**src/rtl/sr_lock_pkg.sv**
```systemverilog
// ---------------------------------------------------------------------------
// sr_lock_pkg
// Shared constants for the SR lock arbiter: request opcodes and the FSM
// state encodings used by sr_lock_arbiter.
// ---------------------------------------------------------------------------
package sr_lock_pkg;

    // Request opcodes carried on req_op.
    localparam logic OP_ACQUIRE = 1'b0;
    localparam logic OP_RELEASE = 1'b1;

    // Transaction FSM: capture -> evaluate -> respond.
    localparam logic [1:0] ST_IDLE = 2'd0;
    localparam logic [1:0] ST_EXEC = 2'd1;
    localparam logic [1:0] ST_RESP = 2'd2;

endpackage : sr_lock_pkg

```
**src/rtl/sr_lock_rr_arbiter.sv**
```systemverilog
// ---------------------------------------------------------------------------
// rr_arbiter
// Combinational round-robin picker. Scans requests starting at ptr and
// wrapping at N-1 -> 0; the first asserted request wins.
// Ports:
//   req    in  N   request vector
//   ptr    in  W   index with highest priority this round
//   grant  out N   one-hot winner (all zero when no request)
//   index  out W   binary index of the winner (0 when no request)
// The pointer register itself lives in the parent.
// ---------------------------------------------------------------------------
module rr_arbiter #(
    parameter int N = 4,
    localparam int W = $clog2(N)
) (
    input  logic [N-1:0] req,
    input  logic [W-1:0] ptr,
    output logic [N-1:0] grant,
    output logic [W-1:0] index
);

    logic         found;
    logic [W-1:0] cand;

    always_comb begin
        // NOTE: every variable written here gets a default first, so no path
        // leaves a value unassigned and no latch is inferred.
        grant = '0;
        index = '0;
        found = 1'b0;
        cand  = '0;
        for (int i = 0; i < N; i++) begin
            cand = W'((int'(ptr) + i) % N);
            if (!found && req[cand]) begin
                found       = 1'b1;
                grant[cand] = 1'b1;
                index       = cand;
            end
        end
    end

endmodule : rr_arbiter

```
**src/rtl/sr_lock_arbiter.sv**
```systemverilog
// ---------------------------------------------------------------------------
// sr_lock_arbiter
// Hardware semaphore bank: NUM_LOCKS SR-style flags shared by NUM_REQ
// requesters. One request is served per 3-cycle transaction
// (IDLE capture -> EXEC evaluate -> RESP grant) under round-robin
// arbitration. Each held flag records its owner; only the owner may release.
// Ports:
//   clk        in   rising-edge clock
//   rst        in   asynchronous active-low reset
//   req_valid  in   per-requester request, held until its gnt pulse
//   req_op     in   per-requester op (0 = acquire, 1 = release)
//   req_id     in   per-requester lock index, slice r = [r*LOCK_W +: LOCK_W]
//   clr_all    in   synchronous clear of all flags and owners
//   gnt        out  one-hot single-cycle completion pulse
//   gnt_ok     out  qualifies gnt: 1 = op succeeded, 0 = refused
//   lock_q     out  current flag state (1 = held)
//   busy       out  high while the FSM is in RESP
// ---------------------------------------------------------------------------
module sr_lock_arbiter
    import sr_lock_pkg::*;
#(
    parameter int NUM_REQ   = 4,
    parameter int NUM_LOCKS = 4,
    localparam int LOCK_W   = $clog2(NUM_LOCKS),
    localparam int REQ_W    = $clog2(NUM_REQ)
) (
    input  logic                      clk,
    input  logic                      rst,
    input  logic [NUM_REQ-1:0]        req_valid,
    input  logic [NUM_REQ-1:0]        req_op,
    input  logic [NUM_REQ*LOCK_W-1:0] req_id,
    input  logic                      clr_all,
    output logic [NUM_REQ-1:0]        gnt,
    output logic                      gnt_ok,
    output logic [NUM_LOCKS-1:0]      lock_q,
    output logic                      busy
);

    // Lock count at the id width plus one bit, for the range check.
    localparam logic [LOCK_W:0] NUM_LOCKS_EXT = (LOCK_W + 1)'(NUM_LOCKS);

    logic [1:0]           state_q,   state_d;
    logic [REQ_W-1:0]     ptr_q,     ptr_d;
    logic [REQ_W-1:0]     win_idx_q, win_idx_d;
    logic [NUM_REQ-1:0]   win_oh_q,  win_oh_d;
    logic                 op_q,      op_d;
    logic [LOCK_W-1:0]    id_q,      id_d;
    logic [NUM_LOCKS-1:0] lock_d;
    logic [REQ_W-1:0]     owner_q [NUM_LOCKS];
    logic [REQ_W-1:0]     owner_d [NUM_LOCKS];
    logic [NUM_REQ-1:0]   gnt_q,     gnt_d;
    logic                 gnt_ok_q,  gnt_ok_d;

    logic [NUM_REQ-1:0]   arb_grant;
    logic [REQ_W-1:0]     arb_idx;
    logic [LOCK_W-1:0]    req_id_arr [NUM_REQ];
    logic                 id_in_range;
    logic                 exec_ok;

    for (genvar r = 0; r < NUM_REQ; r++) begin : g_id_unpack
        assign req_id_arr[r] = req_id[r*LOCK_W +: LOCK_W];
    end

    rr_arbiter #(
        .N (NUM_REQ)
    ) u_rr_arbiter (
        .req   (req_valid),
        .ptr   (ptr_q),
        .grant (arb_grant),
        .index (arb_idx)
    );

    // Only matters when NUM_LOCKS is not a power of two.
    assign id_in_range = {1'b0, id_q} < NUM_LOCKS_EXT;

    always_comb begin
        state_d   = state_q;
        ptr_d     = ptr_q;
        win_idx_d = win_idx_q;
        win_oh_d  = win_oh_q;
        op_d      = op_q;
        id_d      = id_q;
        lock_d    = lock_q;
        owner_d   = owner_q;
        gnt_d     = '0;
        gnt_ok_d  = 1'b0;
        exec_ok   = 1'b0;

        case (state_q)
            ST_IDLE: begin
                if (|req_valid) begin
                    win_idx_d = arb_idx;
                    win_oh_d  = arb_grant;
                    op_d      = req_op[arb_idx];
                    id_d      = req_id_arr[arb_idx];
                    ptr_d     = (arb_idx == REQ_W'(NUM_REQ - 1)) ? '0
                                                                : arb_idx + REQ_W'(1);
                    state_d   = ST_EXEC;
                end
            end

            ST_EXEC: begin
                // A single op touches a single flag, so set and clear can
                // never meet on the same flag in one cycle.
                if (id_in_range) begin
                    if (op_q == OP_ACQUIRE) begin
                        // Not re-entrant: a held flag refuses even its owner.
                        if (!lock_q[id_q]) begin
                            lock_d[id_q]  = 1'b1;
                            owner_d[id_q] = win_idx_q;
                            exec_ok       = 1'b1;
                        end
                    end else if (op_q == OP_RELEASE) begin
                        if (lock_q[id_q] && (owner_q[id_q] == win_idx_q)) begin
                            lock_d[id_q] = 1'b0;
                            exec_ok      = 1'b1;
                        end
                    end
                end
                gnt_d    = win_oh_q;
                // A concurrent clear wipes the update, so report refusal.
                gnt_ok_d = exec_ok && !clr_all;
                state_d  = ST_RESP;
            end

            ST_RESP: state_d = ST_IDLE;

            default: state_d = ST_IDLE;
        endcase

        // Clear overrides any EXEC update made above.
        if (clr_all) begin
            lock_d = '0;
            for (int l = 0; l < NUM_LOCKS; l++) begin
                owner_d[l] = '0;
            end
        end
    end

    always_ff @(posedge clk or negedge rst) begin
        // NOTE: state registers use non-blocking assignment so every flop
        // samples the pre-edge value of its peers.
        if (!rst) begin
            state_q   <= ST_IDLE;
            ptr_q     <= '0;
            win_idx_q <= '0;
            win_oh_q  <= '0;
            op_q      <= OP_ACQUIRE;
            id_q      <= '0;
            lock_q    <= '0;
            gnt_q     <= '0;
            gnt_ok_q  <= 1'b0;
            // NOTE: the owner table is a handful of flops, not a RAM, and
            // reset must clear ownership, so it is reset element by element.
            for (int l = 0; l < NUM_LOCKS; l++) begin
                owner_q[l] <= '0;
            end
        end else begin
            state_q   <= state_d;
            ptr_q     <= ptr_d;
            win_idx_q <= win_idx_d;
            win_oh_q  <= win_oh_d;
            op_q      <= op_d;
            id_q      <= id_d;
            lock_q    <= lock_d;
            gnt_q     <= gnt_d;
            gnt_ok_q  <= gnt_ok_d;
            owner_q   <= owner_d;
        end
    end

    assign gnt    = gnt_q;
    assign gnt_ok = gnt_ok_q;
    assign busy   = (state_q == ST_RESP);

endmodule : sr_lock_arbiter

```
**config.mk**
```make
export PLATFORM = sky130hd
export DESIGN_NAME = sr_lock_arbiter
export DESIGN_NICKNAME = d
export VERILOG_FILES = /design/src/rtl/sr_lock_pkg.sv /design/src/rtl/sr_lock_rr_arbiter.sv /design/src/rtl/sr_lock_arbiter.sv
export SDC_FILE = /design/constraint.sdc
export NUM_CORES = 1
export LEC_CHECK = 0
export ABC_AREA = 1
export BUFFER_PORTS_ARGS = -buffer_cell sky130_fd_sc_hd__buf_2
export CORE_UTILIZATION = 38
export CTS_BUF_LIST = sky130_fd_sc_hd__clkbuf_8
export CTS_CLUSTER_SIZE = 10
export DETAILED_ROUTE_END_ITERATION = 6
export HOLD_SLACK_MARGIN = 0.1
export PLACE_DENSITY_LB_ADDON = 0.05
export RECOVER_POWER = 50
export REMOVE_ABC_BUFFERS = 1
export SLEW_MARGIN = 20
export SYNTH_ARGS = -nofsm -noshare
export SYNTH_HDL_FRONTEND = slang
export SYNTH_HIERARCHICAL = 1
export SYNTH_SLANG_ARGS = --single-unit
```
**constraint.sdc**
```tcl
create_clock -name clk -period 3.2 [get_ports clk]
set_input_delay 0.64 -clock clk [delete_from_list [all_inputs] [get_ports clk]]
set_output_delay 0.64 -clock clk [all_outputs]
set_load 0.05 [all_outputs]
```
# Yosys cells after proc, flatten, opt, wreduce, memory -nomap -nowiden
# Index checks and enable logic that the tools add are counted.
[word_totals]
register_bits = 30
input_bits = 19
word_cells = 129
[classes]
add_sub_neg = 4
magnitude_cmp = 14
eq_ne = 9
n_mux = 60
bitwise_logic = 8
reduce_logical = 21
[ops]
columns = ["op", "count"]
rows = [
  ["4-bit 2-to-1 mux", 10],
  ["8-bit 2-to-1 mux", 4],
  ["2-bit 2-to-1 mux", 11],
  ["1-bit 2-to-1 mux", 19],
  ["2-bit by 3-bit < comparator with 1-bit output, second input constant", 6],
  ["4-bit bitwise OR", 4],
  ["1-bit binary-select mux with 2-bit select", 6],
  ["1-bit logical AND", 11],
  ["1-bit demux with 2-bit select", 5],
  ["2-bit by 1-bit greater-or-equal comparator with 1-bit output, second input constant", 5],
  ["2-bit binary-select mux with 2-bit select", 2],
  ["8-bit bitwise mux", 1],
  ["3-bit greater-or-equal comparator, second input constant", 2],
  ["2-bit inequality test, second input constant", 3],
  ["2-bit NOT with 3-bit output", 2],
  ["3-bit AND reduction", 2],
  ["2-bit by 1-bit adder with 2-bit output, second input constant", 2],
  ["2-bit adder, second input constant", 2],
  ["4-bit AND", 1],
  ["2-bit demux with 2-bit select", 1],
  ["2-bit equality test, second input constant", 2],
  ["1-bit zero test", 4],
  ["4-bit NOT", 1],
  ["2-bit case mux with 2 select lines", 1],
  ["other kinds (9)", 9],
]

# Longest topological paths before layout
# Gate-level depths: netlist (run 1).
[depth]
ltp_word = 16
ltp_mapped = 15
depth_no_buf = 14

# Cells and area by module
# The synthesis (run 1) kept the hierarchy.
[modules_own_cells]
columns = ["module", "n_inst", "cells_per_inst", "area_per_inst_um2"]
rows = [
  ["sr_lock_arbiter", 1, 196, 1493.9],
  ["rr_arbiter", 1, 82, 515.5],
]

# Worst setup path before layout (run 1)
# No wires, ideal clock.
[synth_path]
path_type = "register to register"
startpoint = "register ptr_q[1]"
endpoint = "register op_q"
setup_time_ns = 0.128
arrival_time_ns = 2.288
required_time_ns = 3.072
setup_slack_ns = 0.784
path_stages_with_launch = 15
path_buffers = 0
period_less_slack_ns = 2.416
path_cell_list = "dfrtp_1 bufinv_8 ha_1 inv_1 nand3_1 nand2_1 nand3_1 nor2_1 nor2_1 nor2_1 inv_1 o21ai_0 o22ai_1 nand2_1 o21ai_0"
[synth_between]
elab_chain_len = 14
word_cells_on_any_way = 26
cone_classes = "3 x add/sub; 17 x mux; 6 x reduce/logical"
[synth_lines]
columns = ["element", "line", "rtl"]
rows = [
  ["from (decl)", "sr_lock_arbiter.sv:43", "logic [REQ_W-1:0] ptr_q, ptr_d;"],
  ["from (signal assigned)", "sr_lock_arbiter.sv:160", "ptr_q <= ptr_d;"],
  ["branches (longest 11 deep; another with 2-bit by 1-bit adder with 2-bit output)", "-", ""],
  ["2-bit 2-to-1 mux (*)", "sr_lock_rr_arbiter.sv:34", "if (!found && req[cand]) begin"],
  ["net arb_idx[0]", "sr_lock_arbiter.sv:55", "logic [REQ_W-1:0] arb_idx;"],
  ["1-bit binary-select mux with 2-bit select (*)", "sr_lock_arbiter.sv:94", "op_d = req_op[arb_idx];"],
  ["1-bit 2-to-1 mux (implied by the code) (*)", "sr_lock_arbiter.sv:94", ""],
  ["to (signal assigned)", "sr_lock_arbiter.sv:163", "op_q <= op_d;"],
  ["to (decl)", "sr_lock_arbiter.sv:46", "logic op_q, op_d;"],
]
# Mark *: on every way through the listed nets, which the timed path passes. The select of a mux whose other input is x is not followed.
# A chain may end at the register's enable or synchronous reset.

# Worst setup path after layout (run 1)
[layout_path]
startpoint = "register ptr_q[0]"
endpoint = "register id_q[1]"
[layout_between]
elab_chain_len = 16
word_cells_on_any_way = 28
cone_classes = "3 x add/sub; 18 x mux; 1 x bitwise; 6 x reduce/logical"
[layout_lines]
columns = ["element", "line", "rtl"]
rows = [
  ["branches (longest 11 deep; another with 2-bit by 1-bit adder with 2-bit output)", "-", ""],
  ["2-bit 2-to-1 mux (*)", "sr_lock_rr_arbiter.sv:34", ""],
  ["net arb_idx[0]", "sr_lock_arbiter.sv:55", ""],
  ["2-bit NOT with 3-bit output (implied by the code) (*)", "sr_lock_arbiter.sv:95", "id_d = req_id_arr[arb_idx];"],
  ["2-bit binary-select mux with 2-bit select (*)", "sr_lock_arbiter.sv:95", ""],
  ["2-bit 2-to-1 mux (implied by the code) (*) (2 in a row)", "sr_lock_arbiter.sv:95", ""],
  ["to (signal assigned)", "sr_lock_arbiter.sv:164", "id_q <= id_d;"],
  ["to (decl)", "sr_lock_arbiter.sv:47", "logic [LOCK_W-1:0] id_q, id_d;"],
]
# Marks and branches as above.

==> flow_summary_export.csv, run 1 <==
group,metric,value,unit
outcome,run_status,"complete, but fails checks",
outcome,violations,"capacitance limit, slew limit",
routing,dr.pass1.iters,4,
cells_and_area,antenna_cells,0,
global_route,grt_pass1_wl,7390,um
placed_design,place_inst,372,
critical_path,startpoint_type,"flip-flop",
critical_path,crit_type,"flip-flop to flip-flop",
critical_path,cp_top_family,"simple AND/OR/NAND/NOR gates",
cells_and_area,fin_cells,380,
global_route,antenna_found_initial,0,
timing,tightest_slew,1.61,ns
die,coreArea,5110,um2
cells_and_area,multi_input_comb_area,1090,um2
timing,hold_viol,0,
critical_path,regToRegStartpoint,"ptr_q[0]",
critical_path,worstSetupEndpointType,"flip-flop",
routing,routed_wl,4460,um
critical_path,cp.arrival,2.83,ns
clocking,htree_levels,2,
routing,antenna_left,0,
power_and_ir_drop,power_leakage,1.20,nW
clocking,clock_latency,0.28,ns
routing,avgViaCountPerCell,4.81,
placed_design,port-buffer-count,28,
yosys,yosys_warnings,6,
run,maxCapViolCount,1,
min_path,holdCritPathClass,"flip-flop to flip-flop",
timing,grt_setup_unrepaired,"false",
global_route,first_global_vias,1562,
power_and_ir_drop,p_total,2.50,mW
routing,detail_route.wl_per_cell,11.7,um
clocking,path_clk_slew,0.06,ns
clocking,numCtsBuffers,5,
critical_path,slowest_stage,"dfrtp_1",
cells_and_area,seq_area,751,um2
cells_and_area,area_growth,14.4,%
timing,period_needed,2.69,ns
die,num_rows,26,
clocking,cts-root-buf,"clkbuf_8",
timing,finClkSkew,0.00423,ns
die,die_w,74.7,um
timing,maxSlewViolCount,31,
clocking,cts_tree,"yes",
clocking,hold_buffers,0,
die,start_util,0.393,
critical_path,cp_cell_sequence,"inv_6 -> ha_1 -> inv_1 -> nand3_1 -> nand2_1 -> nand3_1 -> nor2_1 -> nor2_1 -> nor2_2 -> inv_1 -> o21ai_0 -> o22ai_1 -> nand2_1 -> o21ai_0",
die,die_area,5580,um2
yosys,ys_seq_elements,30,
yosys,synth_area,2010,um2
timing,min_period_over_period,0.840,
global_route,gr-total-overflow,0,
cells_and_area,layout-drive-gt1-share,0.174,
critical_path,critPathBufInv,3,
timing,holdWs,0.486,ns
timing,slew_headroom,-0.0760,
routing,dr.first_iter.drc_count,108,
global_route,grt_max_degree,31,
clocking,clock-sinks,30,
critical_path,cp_data_required_time,3.34,ns
die,fp.dieH,74.7,um
routing,drc,0,
global_route,track_usage,0.173,
cells_and_area,final_nets,334,
clocking,clock_path_buffers,2,
placed_design,gp_congestion,0.800,
critical_path,crit_start,"ptr_q[0]",
min_path,worstHoldStart,"win_oh_q[3]",
critical_path,cp_max_fo,12,
timing,setup_tns,0,ns
timing,max_freq,0.372,GHz
critical_path,crit_path_max_incr_delay,0.60,ns
power_and_ir_drop,p_per_area,1090,nW/um2
yosys,netlist_instances,278,
timing,setup_viol,0,
yosys,ys_seq_area_frac,0.374,
yosys,synth.distinct_cells,29,
yosys,syn_area_per_cell,7.23,um2
clocking,post_cts_buffers,0,
cells_and_area,fill_cells,550,
routing,vias,1828,
placed_design,dp_hpwl,3390,um
power_and_ir_drop,vdd_drop_max,653,uV
die,io_pins,29,
clocking,ctsResizeCount,0,
logic make-up (layout without fill, tap and decap cells):
| group | Yosys count | after routing | synth area share |
|---|---|---|---|
| adders and majority gates | 6 | 6 | 0.0374 |
| buffers and inverters | 35 | 67 | 0.0865 |
| AOI/OAI and AO/OA | 45 | 45 | 0.122 |
| and+or+nand+nor | 162 | 162 | 0.380 |
| DFF | 30 | 30 | 0.374 |
flip-flops by register name (all words and copies together), names as in the netlist:
name	flops
state_q	2
gnt	4
id_q	2
gnt_ok	1
lock_q	4
owner_q	8
op_q	1
win_idx_q	2
ptr_q	2
win_oh_q	4
final cells by class:
class,instances,area share
Clock inverter,2,0.00381
Timing Repair Buffer,28,0.0604
Clock buffer,6,0.0359
Sequential cell,30,0.327
Multi-Input combinational cell,213,0.473
Tap cell,70,0.0381
Inverter,31,0.0621
metrics by stage:
stage	area, um2	util	setup WS [ns]
CTS	2300	0.450	0.301
detailed placement	2210	0.432	0.316
floorplan	1980	-	0.773
global route	2300	0.450	0.182
finish	2300	0.450	0.512
global placement	2210	0.432	0.464
layer usage:
| metal | vias up | routed length (um) | track usage |
|---|---|---|---|
| met5 | - | 0 | 0 |
| met4 | 0 | 40 | 0.0503 |
| met3 | 6 | 239 | 0.0375 |
| met2 | 48 | 1860 | 0.245 |
| met1 | 810 | 2320 | 0.263 |
| li1 | 964 | - | - |
cells in the mapped netlist:
master,number,area share
nand2_8,2,0.020
nand2_2,4,0.012
nand2_1,83,0.16
buf_6,2,0.011
ha_1,6,0.037
inv_8,1,0.0056
o21ai_0,20,0.050
buf_2,1,0.0025
a21boi_0,4,0.015
a21oi_2,1,0.0044
nand3b_1,1,0.0037
a21oi_1,10,0.025
or2_4,1,0.0044
clkbuf_1,1,0.0019
nor2_1,27,0.050
inv_1,27,0.050
nand3_4,1,0.0087
nor4_1,1,0.0031
bufinv_8,1,0.0087
inv_2,1,0.0019
nor2_2,2,0.0062
nand3_1,36,0.090
nor2_8,1,0.010
inv_6,1,0.0044
o22ai_1,3,0.0093
dfrtp_1,30,0.37
nand2_4,3,0.017
o31ai_1,1,0.0037
o21ai_1,6,0.015
final timing paths:
check / to / slack, ns / depth (start not counted)
hold / removal: gnt[3] / 0.49 / 2
max in group asynchronous: op_q / 1.50 / 1
setup reg to reg: id_q[1] / 0.51 / 14
min in group asynchronous: gnt[3] / 0.77 / 1
setup / recovery: id_q[1] / 0.51 / 14
hold reg to reg: gnt[3] / 0.49 / 2
tightest hold or removal path, cell delays in order, from the launching register on:
cell	delay (ns)
dfrtp_1	0.32
inv_1	0.05
nor2_1	0.09
placed cells by master (no fill, tap or decap), types with 2 or more instances in the layout:
master	instances
nand2_1	83
nand3_1	36
dfrtp_1	30
inv_1	28
buf_2	27
nor2_1	26
o21ai_0	20
a21oi_1	10
o21ai_1	6
ha_1	6
clkbuf_8	6
nand2_2	4
a21boi_0	4
nand2_4	3
nor2_2	3
o22ai_1	3
nand2_8	2
report_power, final:
part	switching [mW]	internal [mW]
Combinational	1.06	0.498
Sequential	0.140	0.505
Clock	0.130	0.170
Total	1.33	1.17
Note: power is estimated with default switching activity, not from simulation.
==> inputs of run 2 (changes only) <==
==> constraint.sdc (replaced) <==
create_clock -name clk -period 2.75 [get_ports clk]
set_input_delay 0.55 -clock clk [delete_from_list [all_inputs] [get_ports clk]]
set_output_delay 0.55 -clock clk [all_outputs]
set_load 0.05 [all_outputs]
==> run 2 against run 1 <==
  * The run still ends with capacitance limit, slew limit left
  * Power increased by 16%
  * Die area unchanged
  * Worst hold slack improved by 0.0030 ns
  * Sequential share of layout area unchanged
  * Wire length decreased by 1.3%
  * Final cell count increased by 0.26%
  * Via count increased by 0.22%
  * Clock-buffer cell count decreased by 1
  * Combinational power increased by 19%
  * Clock power increased by 9.0%
  * Largest cell class unchanged
  * Largest power group unchanged
  * Highest routed layer unchanged
==> flow_summary_export.csv, run 2 (same netlist as run 1, synthesis figures left out) <==
group,metric,value,unit
outcome,run_status,"complete, but fails checks",
outcome,violations,"capacitance limit, slew limit",
clocking,hold_buffers,0,
cells_and_area,largest_reg_flops,8,
global_route,antenna_found_initial,0,
power_and_ir_drop,power_leakage,1.21,nW
timing,max_freq,0.414,GHz
cells_and_area,final_cell_mix,"nand2_1, nand3_1, dfrtp_1",
routing,drt-met1-wl,2370,um
global_route,grt_pass1_wl,7390,um
critical_path,crit_type,"flip-flop to flip-flop",
timing,worst_slack,0.334,ns
die,coreArea,5110,um2
routing,dr.max_layer_used,"met4",
die,fp.dieH,74.7,um
cells_and_area,final_common_cell,"nand2_1",
clocking,ctsResizeCount,0,
routing,wl_met3,158,um
timing,min_period_over_period,0.878,
timing,grt_setup_unrepaired,"false",
routing,wl_met2,1790,um
routing,vias,1832,
cells_and_area,antenna_cells,0,
cells_and_area,fill_cells,552,
timing,tightest_slew,1.54,ns
critical_path,cp_cell_sequence,"bufinv_8 -> ha_1 -> inv_1 -> nand3_1 -> nand2_1 -> nand3_1 -> nor2_1 -> nor2_1 -> nor2_1 -> buf_4 -> o21ai_0 -> o22ai_1 -> nand2_1 -> o21ai_0",
routing,dr.first_iter.drc_count,65,
power_and_ir_drop,p_total,2.90,mW
critical_path,critPathBufInv,3,
critical_path,crit_path_max_incr_delay,0.47,ns
run,maxCapViolCount,1,
clocking,clock-sinks,30,
routing,routed_wl,4400,um
cells_and_area,area_growth,14.4,%
clocking,cts-root-buf,"clkbuf_8",
routing,drc,0,
routing,dr.pass1.iters,4,
clocking,numCtsBuffers,5,
power_and_ir_drop,p_per_area,1260,nW/um2
global_route,grt_max_degree,31,
critical_path,cp_max_fo,8,
min_path,min_path_cells,2,
clocking,htree_levels,2,
critical_path,cp_data_required_time,2.95,ns
timing,setup_viol,0,
clocking,clock_latency,0.28,ns
timing,finClkSkew,0.00237,ns
placed_design,place_ws,0.321,ns
timing,setup_tns,0,ns
die,num_rows,26,
timing,hold_viol,0,
critical_path,cp.arrival,2.61,ns
placed_design,gp_congestion,0.796,
cells_and_area,final_nets,336,
cells_and_area,layout-drive-gt1-share,0.177,
critical_path,cp_common_cell,"nor2_1",
clocking,path_clk_slew,0.06,ns
critical_path,slowest_stage,"dfrtp_1",
critical_path,worstSetupEndpointType,"flip-flop",
critical_path,cp.depth,14,
critical_path,ff2ff_path_depth,14,
die,die_w,74.7,um
timing,slew_headroom,-0.0289,
power_and_ir_drop,vdd_drop_max,548,uV
die,io_pins,29,
routing,antenna_left,0,
timing,maxSlewViolCount,31,
critical_path,cp_top_family,"simple AND/OR/NAND/NOR gates",
die,start_util,0.393,
routing,detail_route.wl_per_cell,11.5,um
min_path,holdCritPathClass,"flip-flop to flip-flop",
global_route,gr-total-overflow,0,
global_route,first_global_vias,1601,
placed_design,port-buffer-count,28,
clocking,post_cts_buffers,0,
cells_and_area,top_register,"owner_q",
global_route,track_usage,0.174,
die,die_area,5580,um2
critical_path,startpoint_type,"flip-flop",
clocking,clock_path_buffers,2,
timing,period_needed,2.42,ns
clocking,cts_tree,"yes",
placed_design,dp_hpwl,3360,um
routing,avgViaCountPerCell,4.81,
-- run 2: path summary, 6_finish.rpt --
kind	from	slack, ns	to
min in group asynchronous	rst	0.64	gnt[3]
max in group asynchronous	rst	1.21	ptr_q[1]
hold reg to reg	win_oh_q[2]	0.49	gnt[2]
setup reg to reg	ptr_q[1]	0.33	op_q
hold / removal	win_oh_q[2]	0.49	gnt[2]
setup / recovery	ptr_q[1]	0.33	op_q
-- run 2: power breakdown --
part	internal [mW]	total [mW]	leakage, nW	switching, mW
clock network	0.169	0.327	0.0438	0.158
registers	0.588	0.730	0.398	0.143
logic	0.606	1.85	0.764	1.24
total	1.36	2.90	1.21	1.54
-- run 2: metal layers --
metal / track usage / vias to the layer above
met5: 0 / -
met4: 0.0461 / 0
met3: 0.0402 / 8
met2: 0.253 / 43
met1: 0.257 / 811
li1: - / 970
-- run 2: through the flow --
stage,instance area (um2),hold WS [ns],utilization,instances
finish,2300,0.489,0.450,381
global route,2300,0.513,0.450,381
CTS,2300,0.319,0.450,381
detailed placement,2220,0.474,0.435,374
global placement,2220,0.473,0.435,374
floorplan,1980,0.254,-,274
-- run 2: layout make-up --
| class | count | area, um2 | area share |
|---|---|---|---|
| Tap cell | 70 | 87.6 | 0.0381 |
| Clock inverter | 2 | 10.0 | 0.00435 |
| Multi-Input combinational cell | 213 | 1080 | 0.472 |
| Sequential cell | 30 | 751 | 0.327 |
| Clock buffer | 5 | 68.8 | 0.0299 |
| Timing Repair Buffer | 30 | 154 | 0.0670 |
| Inverter | 31 | 143 | 0.0621 |
-- run 2: worst min-delay path, cell delays in order (launching register included) --
cell and delay [ns]:
dfrtp_1 0.32, inv_1 0.05, nor2_1 0.09
==> inputs of run 3 (changes only) <==
--- a/config.mk
+++ b/config.mk
@@ -7,6 +7,8 @@
 export LEC_CHECK = 0
 export ABC_AREA = 1
 export BUFFER_PORTS_ARGS = -buffer_cell sky130_fd_sc_hd__buf_2
+export CELL_PAD_IN_SITES_DETAIL_PLACEMENT = 0
+export CELL_PAD_IN_SITES_GLOBAL_PLACEMENT = 1
 export CORE_UTILIZATION = 38
 export CTS_BUF_LIST = sky130_fd_sc_hd__clkbuf_8
 export CTS_CLUSTER_SIZE = 10
==> run 3 against run 2 <==
  * The flow still finishes with violations (capacitance limit, slew limit)
  * Global-route usage grew 0.87 points
  * Wire length grew 6.1%
  * Sequential share of layout area shrank 0.32 points
  * First-iteration DRC count grew to 2.7 times the previous value
  * Utilization grew 0.44 points
  * Combinational power grew 2%
  * Power grew 2.7%
  * Final cell count grew 0.52%
  * Clock skew grew 0.0042 ns
  * Design area grew 0.98%
  * Via count shrank 0.44%
  * Largest cell class unchanged
==> flow_summary_export.csv, run 3 (same netlist as run 1, synthesis figures left out) <==
group,metric,value,unit
outcome,run_status,"complete, but fails checks",
outcome,violations,"capacitance limit, slew limit",
min_path,min_path_cells,2,
global_route,grt_max_degree,31,
cells_and_area,design_area,2320,um2
power_and_ir_drop,p_per_area,1280,nW/um2
clocking,cts_tree,"yes",
clocking,clock_path_buffers,2,
timing,period_needed,2.37,ns
power_and_ir_drop,power_frac_seq,0.243,
timing,tightest_slew,1.63,ns
critical_path,startpoint_type,"flip-flop",
die,start_util,0.393,
global_route,grt_pass1_wl,7670,um
cells_and_area,fin_cells,383,
clocking,numCtsBuffers,5,
cells_and_area,largest_reg_flops,8,
timing,holdWs,0.494,ns
critical_path,worstSetupEndpointType,"flip-flop",
cells_and_area,antenna_cells,0,
timing,max_freq,0.422,GHz
routing,dr.pass1.iters,4,
power_and_ir_drop,clock_power_share,0.123,
timing,slew_headroom,-0.0883,
cells_and_area,area_growth,15.5,%
die,num_rows,26,
die,io_pins,29,
routing,drc,0,
routing,avgViaCountPerCell,4.76,
cells_and_area,layout-drive-gt1-share,0.182,
die,die_area,5580,um2
cells_and_area,utilization,0.454,
placed_design,place_ws,0.296,ns
power_and_ir_drop,sw_frac_of_total,0.529,
critical_path,regToRegStartpoint,"ptr_q[1]",
timing,grt_setup_unrepaired,"false",
critical_path,crit_type,"flip-flop to flip-flop",
global_route,track_usage,0.183,
timing,setup_viol,0,
timing,hold_viol,0,
clocking,path_clk_slew,0.07,ns
global_route,antenna_found_initial,0,
clocking,ctsResizeCount,0,
global_route,gr-total-overflow,0,
critical_path,crit_start,"ptr_q[1]",
critical_path,cp_max_fo,7,
routing,antenna_left,0,
die,fp.dieH,74.7,um
critical_path,cp_data_required_time,2.90,ns
power_and_ir_drop,power_leakage,1.22,nW
critical_path,ff2ff_path_depth,14,
critical_path,cp.arrival,2.52,ns
placed_design,dp_hpwl,3490,um
global_route,first_global_vias,1635,
run,maxCapViolCount,1,
routing,routed_wl,4670,um
cells_and_area,final_cell_mix,"nand2_1, nand3_1, dfrtp_1, inv_1, buf_2",
power_and_ir_drop,p_int,1.40,mW
routing,vias,1824,
power_and_ir_drop,power.switching,1.58,mW
clocking,hold_buffers,0,
routing,dr.first_iter.drc_count,178,
placed_design,place_inst,375,
clocking,htree_levels,2,
min_path,holdCritPathClass,"flip-flop to flip-flop",
clocking,post_cts_buffers,0,
timing,worst_slack,0.382,ns
cells_and_area,top_register,"owner_q",
cells_and_area,final_nets,337,
timing,setup_tns,0,ns
power_and_ir_drop,p_total,2.98,mW
cells_and_area,final_common_cell,"nand2_1",
timing,finClkSkew,0.00658,ns
power_and_ir_drop,vdd_drop_max,502,uV
clocking,clock-sinks,30,
placed_design,gp_congestion,0.842,
clocking,clock_latency,0.28,ns
min_path,worstHoldStart,"win_oh_q[2]",
placed_design,port-buffer-count,28,
timing,maxSlewViolCount,31,
power_and_ir_drop,combPwrFrac,0.634,
timing,min_period_over_period,0.861,
routing,detail_route.wl_per_cell,12.2,um
die,die_w,74.7,um
die,coreArea,5110,um2
clocking,cts-root-buf,"clkbuf_8",
placed_design,placed_cell_area,2230,um2
run 3: path summary, 6_finish.rpt:
check / end / slack [ns]
max in group asynchronous: owner_q[6] / 1.12
hold reg to reg: gnt[2] / 0.49
setup / recovery: id_q[1] / 0.38
hold / removal: gnt[2] / 0.49
min in group asynchronous: win_oh_q[0] / 0.68
setup reg to reg: id_q[1] / 0.38
run 3: per-layer routing:
layer	global-route usage	vias up	wire, um
met5	0	-	0
met4	0.0545	0	61
met3	0.0495	8	231
met2	0.247	48	1870
met1	0.279	803	2510
li1	-	965	-
run 3: power groups by stage:
stage	combinational [mW]	clock [mW]	sequential (mW)
2_1_floorplan	1.28	0	0.878
3_3_place_gp	1.90	0	0.731
3_5_place_dp	1.89	0	0.732
4_1_cts	1.89	0.380	0.725
5_1_grt	2.16	0.398	0.750
6_report	1.89	0.366	0.724
run 3: layout make-up:
| type | instances | area, um2 |
|---|---|---|
| clock buffer | 6 | 82.6 |
| timing repair buffer | 31 | 161 |
| inverter | 31 | 143 |
| clock inverter | 2 | 8.76 |
| tap | 70 | 87.6 |
| multi-input combinational | 213 | 1090 |
| fill | 548 | 2790 |
| sequential | 30 | 751 |
run 3: worst max-delay path, stage by stage (launching register included):
cell and delay, ns:
dfrtp_1 0.34, bufinv_8 0.20, ha_1 0.32, inv_1 0.13, nand3_1 0.09, nand2_1 0.12, nand3_1 0.08, nor2_1 0.13
nor2_1 0.07, nor2_2 0.19, inv_1 0.15, o21ai_0 0.19, o22ai_1 0.09, nand2_1 0.07, o21ai_0 0.07
